<file path="src/rtl/pipe_trap_ctrl_if.sv">
// Trap controller bus: ID-stage view, IRQ lines and mask/ack in,
// redirect/flush/EPC controls and status out.
interface pipe_trap_ctrl_if #(
    parameter int N_IRQ   = 4,
    parameter int CAUSE_W = 4
);
    logic [N_IRQ-1:0]   irq_in;
    logic               irq_mask_we;
    logic [N_IRQ-1:0]   irq_mask_wdata;
    logic [N_IRQ-1:0]   irq_ack;
    logic               id_valid;
    logic [5:0]         id_opcode;
    logic [5:0]         id_funct;
    logic               id_pc_31;
    logic               stall;
    logic               trap;
    logic [2:0]         trap_src;
    logic [CAUSE_W-1:0] trap_cause;
    logic               flush;
    logic               epc_we;
    logic [N_IRQ-1:0]   irq_pending;
    logic [N_IRQ-1:0]   irq_mask;
    logic               in_service;

    modport master (
        output irq_in, irq_mask_we, irq_mask_wdata, irq_ack,
        output id_valid, id_opcode, id_funct, id_pc_31, stall,
        input  trap, trap_src, trap_cause, flush, epc_we,
        input  irq_pending, irq_mask, in_service
    );

    modport slave (
        input  irq_in, irq_mask_we, irq_mask_wdata, irq_ack,
        input  id_valid, id_opcode, id_funct, id_pc_31, stall,
        output trap, trap_src, trap_cause, flush, epc_we,
        output irq_pending, irq_mask, in_service
    );
endinterface

</file>
<file path="src/rtl/pipe_trap_ctrl.sv">
// Interrupt/exception sequencer: edge-latched IRQs, illegal-op
// detection in ID, one-shot trap redirect, no nesting.
module pipe_trap_ctrl #(
    parameter int               N_IRQ    = 4,
    parameter int               CAUSE_W  = 4,
    parameter logic [N_IRQ-1:0] MASK_RST = {N_IRQ{1'b1}}
) (
    input logic             clk,
    input logic             reset,
    pipe_trap_ctrl_if.slave bus
);

    typedef enum logic [1:0] {
        IDLE    = 2'd0,
        TRAP    = 2'd1,
        SERVICE = 2'd2
    } state_t;

    localparam logic [2:0] SRC_IRQ = 3'b100;
    localparam logic [2:0] SRC_EXC = 3'b101;

    state_t             state;
    state_t             stateNext;
    logic [N_IRQ-1:0]   pendingQ;
    logic [N_IRQ-1:0]   maskQ;
    logic [N_IRQ-1:0]   irqPrev;
    logic [2:0]         srcQ;
    logic [2:0]         srcD;
    logic [CAUSE_W-1:0] causeQ;
    logic [CAUSE_W-1:0] causeD;
    logic [N_IRQ-1:0]   active;
    logic [CAUSE_W-1:0] irqCause;
    logic               illegal;
    logic               arm;

    assign active = pendingQ & maskQ;
    assign arm    = bus.id_valid & ~bus.stall & ~bus.id_pc_31;

    always_comb begin
        irqCause = '0;
        for (int i = N_IRQ - 1; i >= 0; i--) begin
            if (active[i]) irqCause = CAUSE_W'(i + 1);
        end
    end

    always_comb begin
        illegal = 1'b1;
        unique case (bus.id_opcode)
            6'h00: begin
                unique case (bus.id_funct)
                    6'h00, 6'h02, 6'h03, 6'h08, 6'h09,
                    6'h20, 6'h21, 6'h22, 6'h23,
                    6'h24, 6'h25, 6'h26, 6'h27,
                    6'h2A:   illegal = 1'b0;
                    default: illegal = 1'b1;
                endcase
            end
            6'h01, 6'h02, 6'h03,
            6'h04, 6'h05, 6'h06, 6'h07,
            6'h08, 6'h09, 6'h0A, 6'h0B, 6'h0C,
            6'h0F, 6'h23, 6'h2B: illegal = 1'b0;
            default:             illegal = 1'b1;
        endcase
    end

    // Set wins over ack so a re-raised edge is never lost.
    always_ff @(posedge clk) begin
        if (reset) begin
            pendingQ <= '0;
            maskQ    <= MASK_RST;
            irqPrev  <= '0;
        end else begin
            pendingQ <= (pendingQ & ~bus.irq_ack)
                      | (bus.irq_in & ~irqPrev);
            irqPrev  <= bus.irq_in;
            if (bus.irq_mask_we) maskQ <= bus.irq_mask_wdata;
        end
    end

    always_ff @(posedge clk) begin
        if (reset) begin
            state  <= IDLE;
            srcQ   <= 3'b000;
            causeQ <= '0;
        end else begin
            state  <= stateNext;
            srcQ   <= srcD;
            causeQ <= causeD;
        end
    end

    always_comb begin
        stateNext = state;
        srcD      = srcQ;
        causeD    = causeQ;
        unique case (state)
            IDLE: begin
                if (arm && illegal) begin
                    stateNext = TRAP;
                    srcD      = SRC_EXC;
                    causeD    = '0;
                end else if (arm && |active) begin
                    stateNext = TRAP;
                    srcD      = SRC_IRQ;
                    causeD    = irqCause;
                end
            end
            TRAP: begin
                if (!bus.stall) stateNext = SERVICE;
            end
            SERVICE: begin
                if (bus.id_valid && !bus.id_pc_31) stateNext = IDLE;
            end
            default: stateNext = IDLE;
        endcase
    end

    // Src/cause stay visible through SERVICE for the handler.
    assign bus.trap        = (state == TRAP);
    assign bus.flush       = bus.trap;
    assign bus.epc_we      = bus.trap;
    assign bus.in_service  = (state != IDLE);
    assign bus.trap_src    = (state == IDLE) ? 3'b000 : srcQ;
    assign bus.trap_cause  = (state == IDLE) ? '0 : causeQ;
    assign bus.irq_pending = pendingQ;
    assign bus.irq_mask    = maskQ;

endmodule

</file>
<file path="src/flat_wrapper.sv">
// flat-port wrapper written by rule: the top's interface ports become plain ports
module pipe_trap_ctrl_flat 
#(
    parameter int               N_IRQ    = 4,
    parameter int               CAUSE_W  = 4,
    parameter logic [N_IRQ-1:0] MASK_RST = {N_IRQ{1'b1}}
)
  (clk, reset, bus_irq_in, bus_irq_mask_we, bus_irq_mask_wdata, bus_irq_ack, bus_id_valid, bus_id_opcode, bus_id_funct, bus_id_pc_31, bus_stall, bus_trap, bus_trap_src, bus_trap_cause, bus_flush, bus_epc_we, bus_irq_pending, bus_irq_mask, bus_in_service);
  pipe_trap_ctrl_if #(.N_IRQ(N_IRQ), .CAUSE_W(CAUSE_W)) bus_i ();
  input logic clk;
  input logic reset;
  input wire logic [$bits(bus_i.irq_in)-1:0] bus_irq_in;
  input wire logic [$bits(bus_i.irq_mask_we)-1:0] bus_irq_mask_we;
  input wire logic [$bits(bus_i.irq_mask_wdata)-1:0] bus_irq_mask_wdata;
  input wire logic [$bits(bus_i.irq_ack)-1:0] bus_irq_ack;
  input wire logic [$bits(bus_i.id_valid)-1:0] bus_id_valid;
  input wire logic [$bits(bus_i.id_opcode)-1:0] bus_id_opcode;
  input wire logic [$bits(bus_i.id_funct)-1:0] bus_id_funct;
  input wire logic [$bits(bus_i.id_pc_31)-1:0] bus_id_pc_31;
  input wire logic [$bits(bus_i.stall)-1:0] bus_stall;
  output wire logic [$bits(bus_i.trap)-1:0] bus_trap;
  output wire logic [$bits(bus_i.trap_src)-1:0] bus_trap_src;
  output wire logic [$bits(bus_i.trap_cause)-1:0] bus_trap_cause;
  output wire logic [$bits(bus_i.flush)-1:0] bus_flush;
  output wire logic [$bits(bus_i.epc_we)-1:0] bus_epc_we;
  output wire logic [$bits(bus_i.irq_pending)-1:0] bus_irq_pending;
  output wire logic [$bits(bus_i.irq_mask)-1:0] bus_irq_mask;
  output wire logic [$bits(bus_i.in_service)-1:0] bus_in_service;
  assign bus_i.irq_in = bus_irq_in;
  assign bus_i.irq_mask_we = bus_irq_mask_we;
  assign bus_i.irq_mask_wdata = bus_irq_mask_wdata;
  assign bus_i.irq_ack = bus_irq_ack;
  assign bus_i.id_valid = bus_id_valid;
  assign bus_i.id_opcode = bus_id_opcode;
  assign bus_i.id_funct = bus_id_funct;
  assign bus_i.id_pc_31 = bus_id_pc_31;
  assign bus_i.stall = bus_stall;
  assign bus_trap = bus_i.trap;
  assign bus_trap_src = bus_i.trap_src;
  assign bus_trap_cause = bus_i.trap_cause;
  assign bus_flush = bus_i.flush;
  assign bus_epc_we = bus_i.epc_we;
  assign bus_irq_pending = bus_i.irq_pending;
  assign bus_irq_mask = bus_i.irq_mask;
  assign bus_in_service = bus_i.in_service;
  pipe_trap_ctrl #(.N_IRQ(N_IRQ), .CAUSE_W(CAUSE_W), .MASK_RST(MASK_RST)) u_core (.clk(clk), .reset(reset), .bus(bus_i));
endmodule
</file>
<file path="config.mk">
export PLATFORM = sky130hd
export DESIGN_NAME = pipe_trap_ctrl_flat
export DESIGN_NICKNAME = d
export VERILOG_FILES = /design/src/rtl/pipe_trap_ctrl_if.sv /design/src/rtl/pipe_trap_ctrl.sv /design/src/flat_wrapper.sv
export SDC_FILE = /design/constraint.sdc
export NUM_CORES = 1
export LEC_CHECK = 0
export BUFFER_PORTS_ARGS = -buffer_cell sky130_fd_sc_hd__buf_2
export CORE_ASPECT_RATIO = 1.25
export CORE_MARGIN = 2
export CORE_UTILIZATION = 39
export CTS_BUF_LIST = sky130_fd_sc_hd__clkbuf_4 sky130_fd_sc_hd__clkbuf_8 sky130_fd_sc_hd__clkbuf_16
export DETAILED_ROUTE_END_ITERATION = 8
export PLACE_DENSITY = 0.78
export SLEW_MARGIN = 40
export SYNTH_ARGS = -nofsm -noshare
export SYNTH_HDL_FRONTEND = slang
export SYNTH_SLANG_ARGS = --single-unit
</file>
<file path="constraint.sdc">
create_clock -name clk -period 1.7 [get_ports clk]
set_input_delay 0.51 -clock clk [delete_from_list [all_inputs] [get_ports clk]]
set_output_delay 0.51 -clock clk [all_outputs]
set_load 0.05 [all_outputs]
</file>
# After elaboration in Yosys (flattened, before gate mapping)
# Memories as Yosys holds them, arrays and structs flattened.
# Cells that the tools add are included.
# word_totals
register_bits	21
romBits	64
input_bits	30
out_inout_bits	19
elab_cells	65
memories	1
# memory_table
memory	depth	word_bits	read_ports	rd_clocked_by_memory_dff	wr	line	rtl
(no name shown)	64	1	1	0	0	pipe_trap_ctrl.sv:50	unique case (bus.id_funct)
# op_classes
eq_ne	20
n_mux	16
bitwise	10
n_reduce_logical	12
# ops
cell	count
6-bit by 4-bit equality test with 1-bit output, second input constant	6
6-bit by 3-bit equality test with 1-bit output, second input constant	4
3-bit two-way mux	7
15-bit OR reduction	1
4-bit bitwise AND	3
6-bit by 2-bit equality test with 1-bit output, second input constant	2
6-bit equality test, second input constant	2
4-bit two-way mux	3
2-bit two-way mux	4
4-bit NOT	2
6-bit by 1-bit equality test with 1-bit output, second input constant	1
6-bit logical NOT	1
2-bit case mux with 3 select lines	1
4-bit OR	1
2-bit nonzero test	2
4-bit OR reduction	1
1-bit logical AND	3
3-bit by 1-bit inequality test with 1-bit output, second input constant	1
3-bit AND reduction	1
1-bit bitwise AND	2
2-bit by 1-bit equality test with 1-bit output, second input constant	1
2-bit equality test, second input constant	1
2-bit logical NOT	1
2-bit by 1-bit inequality test with 1-bit output, second input constant	1
other kinds (5)	6

# Longest topological paths before layout
# depth
depth_word	7
ltp_mapped	5
mapped_depth_nobuf	5

# Worst setup path after synthesis
# OpenSTA, ideal clock, no wires.
# synth_path
path_type	flip-flop to output port
from	register u_core.state[0]
to	output port bus_flush
arrival_ns	1.464
t_required_ns	1.190
slack_ns	-0.274
path_stages_with_launch	4
path_buffers	1
path_cell_list	dfxtp_1 inv_1 nor2_1 buf_4
# synth_between
elab_chain_len	1
# synth_rtl
element	line	rtl
start: declaration	pipe_trap_ctrl.sv:22	state_t state;
start signal: assignment	pipe_trap_ctrl.sv:86	state <= stateNext;
2-bit by 1-bit equality test with 1-bit output	pipe_trap_ctrl.sv:119	assign bus.trap = (state == TRAP);
end: declaration	flat_wrapper.sv:24	output wire logic [$bits(bus_i.flush)-1:0] bus_flush;
# Every way passes these cells.

# Final worst setup path
# layout_path
from	register u_core.state[1]
to	output port bus_trap_cause[1]
# layout_between
elab_chain_len	2
# layout_rtl
element	line	rtl
2-bit logical NOT	pipe_trap_ctrl.sv:124	assign bus.trap_cause = (state == IDLE) ? '0 : causeQ;
4-bit two-way mux	pipe_trap_ctrl.sv:124	
end: declaration	flat_wrapper.sv:23	output wire logic [$bits(bus_i.trap_cause)-1:0] bus_trap_cause;
# Every way passes these cells.

==> run metrics <==
outcome complete, no violations; mux contribution to synthesized area between 1 and 1.5%; initial antenna violation count 0; sequential element share of the synthesized area approximately two fifths; leakage dissipation between 0.0005 and 0.0006 uW; dpl hpwl about 1600 um; ranking of synthesized cells by area dfxtp_1, nor2b_1, nand2b_1, a211o_1, a21oi_1; Cell Count, Final, Fillers Out between 150 and 200; Cells after DPL roughly 180; Place WS -0.176 ns; Reg2Reg Depth 4; worst endpoint data arrival time between 1 and 1.5 ns; Post-Synth Simple-Gate Area approximately 31%; RSZ-0062 raised after global routing true; setup ws final between 0.08 and 0.09 ns; routed len/inst around 11 um; Final min period roughly 1.6 ns; area of the multi-input gates about 510 sq um; startpoint type of the worst setup path flip-flop; worst-path cell chain nor2_4, nor2b_1, clkbuf_4; CTS H-tree depth 1; Initial Util slightly above 40%; I/O pin total between 40 and 50; RR Endpoint u_core.causeQ[0]; worst hold start bus_irq_mask_wdata[0]; Area Overhead vs Synth 40.3%; IO buf count 46; clk sinks 19; synthesis-stage register bit count 19; final setup vio count 0; fill cell count between 200 and 250; Register-to-Register Setup Slack approximately 0.33 ns; fin util 57.9%; Synth Area in Compound Gates between 10% and 20%; Hold Violations, Final 0; CTS tree built; Mapped Area approximately 900 sq um; CP max FO 6; initial drt markers 7; GPL Wtd Cong 0.733; DRC 0; top-area cell type share of the netlist area about two fifths; hold depth 2; Root Driver clkbuf_4; Die Ht 58.1 um; vias in the first global route 850; grt ovf 0; Crit Path Category flip-flop to output port; post-synthesis xor/xnor area fraction less than 1%; Die W between 40 and 50 um; wirelength, routed 2000 um; main combinational cell family by area after synthesis simple AND/OR/NAND/NOR gates; Largest stage delay, worst path ~0.40 ns; Post-CTS Hold Buffers 0; largest net degree at the start of global routing 21; register clock-pin slew on the reported worst setup and hold paths ~0.11 ns; VDD IR max around 510 uV; number of max-cap violations 0; Distinct cells, synth 33; Rows 19; Hold EP u_core.bus.irq_mask[0]; Critical Path End Type output port; Synth area leader dfxtp_1; Register Area 383 sq um; FMAX approximately 0.62 GHz; Max clock buf depth 2; Final Max Slew Viols 0; Adder-Cell Fraction of Synth Area 0%; slowest CP cell dfxtp_2; worst hold slack 0.415 ns; Cells after Synth around 100; Num CTS Buffers 3; Post-Route Skew approximately 0.0061 ns; Critical Path RT approximately 1.2 ns; syn avg cell area approximately 9 sq um; Hold Path Class primary input to flip-flop; Synthesis Warnings 0; Worst-Skew Late Latency 0.29 ns; DR pass1 iterations 4; R2R Path Start u_core.state[1]; pwr dens around 750 mW/mm^2; Tcrit/Tclk final between 90 and 100%; ANT cells 0; DRT antenna net count 0; Crit. Startpoint u_core.state[1]; Vias/cell approximately 5.0; Die ar. between 0.002 and 0.003 sq mm; Core ar. between 0.002 and 0.0025 sq mm; first-pass GRT wire length roughly 3300 um; GRT Util Overall around 16%; layout cells sized above 1 between 40 and 50%; Final nets 186; final setup TNS 0 ns; via count between 900 and 1,000
[worst max-delay path, delay by kind of cell (launching register included)]
kind	cells	cell delay (ns)
flops	1	0.40
buf+inv	1	0.23
simple gates	2	0.17
[final cells by class]
type | count | area share, %
Sequential cell | 19 | 29.9
Tap cell | 31 | 3.03
Clock inverter | 1 | 0.391
Clock buffer | 3 | 1.76
Inverter | 4 | 1.17
Timing Repair Buffer | 54 | 24.2
Multi-Input combinational cell | 74 | 39.5
[sequential cells by signal (all words and copies together), names as in the netlist]
register / flops
u_core.bus.irq_mask: 4
u_core.causeQ: 3
u_core.irqPrev: 4
u_core.bus.irq_pending: 4
u_core.state: 2
u_core.srcQ: 2
[cells in the final DEF, fill, tap and decap left out, types with 2 or more instances in the layout]
cell type,n
inv_1,4
a31oi_1,3
dfxtp_2,2
nor2b_1,12
nor2_1,2
dfxtp_1,17
clkbuf_4,4
nor4_1,2
conb_1,2
a21oi_1,7
buf_4,15
nand2b_1,9
nand3b_1,2
a211o_1,4
nor3_1,2
nand2_1,8
buf_2,38
a22oi_1,2
[Yosys cell counts]
library cell / count
nor2_1: 4
dfxtp_1: 19
clkbuf_1: 2
o311ai_0: 1
nor4b_1: 1
a22oi_1: 2
or4bb_1: 1
xnor2_1: 1
nand2b_1: 9
nand2_1: 8
a21boi_0: 1
nor4_1: 2
conb_1: 1
nor3_1: 2
buf_4: 4
a2111oi_2: 1
inv_1: 4
nand3_1: 1
nor2b_1: 12
a22oi_2: 1
a32o_1: 1
mux2i_1: 1
and2_4: 1
and3_1: 1
o32ai_1: 1
or4_4: 1
nor3_2: 1
a2bb2oi_1: 1
a211o_1: 4
nand3b_1: 2
a31oi_1: 3
or3_1: 1
a21oi_1: 7
[kinds of logic (layout without fill, tap and decap cells)]
kind of cell | after synthesis | count (layout)
simple gates | 47 | 47
xor+xnor | 1 | 1
compound gates | 23 | 23
buf+inv | 10 | 62
mux | 1 | 1
flops | 19 | 19
other cells | 1 | 2
[through the flow]
step	area [sq um]	power (uW)
floorplan	931	664
global placement	1220	740
detailed placement	1220	747
CTS	1260	968
global route	1280	1020
finish	1280	961
[timing repair]
item                                    4_1_cts  5_1_grt
setup buffers                                 0        0
resized for setup                             4       12
endpoints found under the setup margin        6        9
hold endpoints to repair                      0        0
pin swaps                                     0        0
[per-layer routing]
layer  part of all wire [%]  wire [um]  track usage (%)  vias to the layer above
li1                       -          -                -                      466
met1                     40        803             17.6                      427
met2                     52       1040             28.8                       39
met3                    7.7        155             4.05                        2
met4                   0.25          5             5.95                        0
met5                      0          0                0                        -
[power breakdown]
part	internal (uW)	total (uW)	switching, uW
Clock	87.4	220	132
Sequential	470	489	19.0
Combinational	96.2	252	156
Total	654	961	307
[worst max path at each step]
stage	slack, ns	endpoint	depth (start not counted)
5_1_grt	-0.02	bus_trap	3
3_3_place_gp	-0.15	u_core.causeQ[0]	6
2_1_floorplan	-0.003	bus_trap_cause[0]	2
3_5_place_dp	-0.18	u_core.causeQ[0]	6
6_report	0.08	bus_trap_cause[1]	3
4_1_cts	-0.03	bus_trap_src[2]	3
Note: power is estimated with default switching activity, not from simulation.
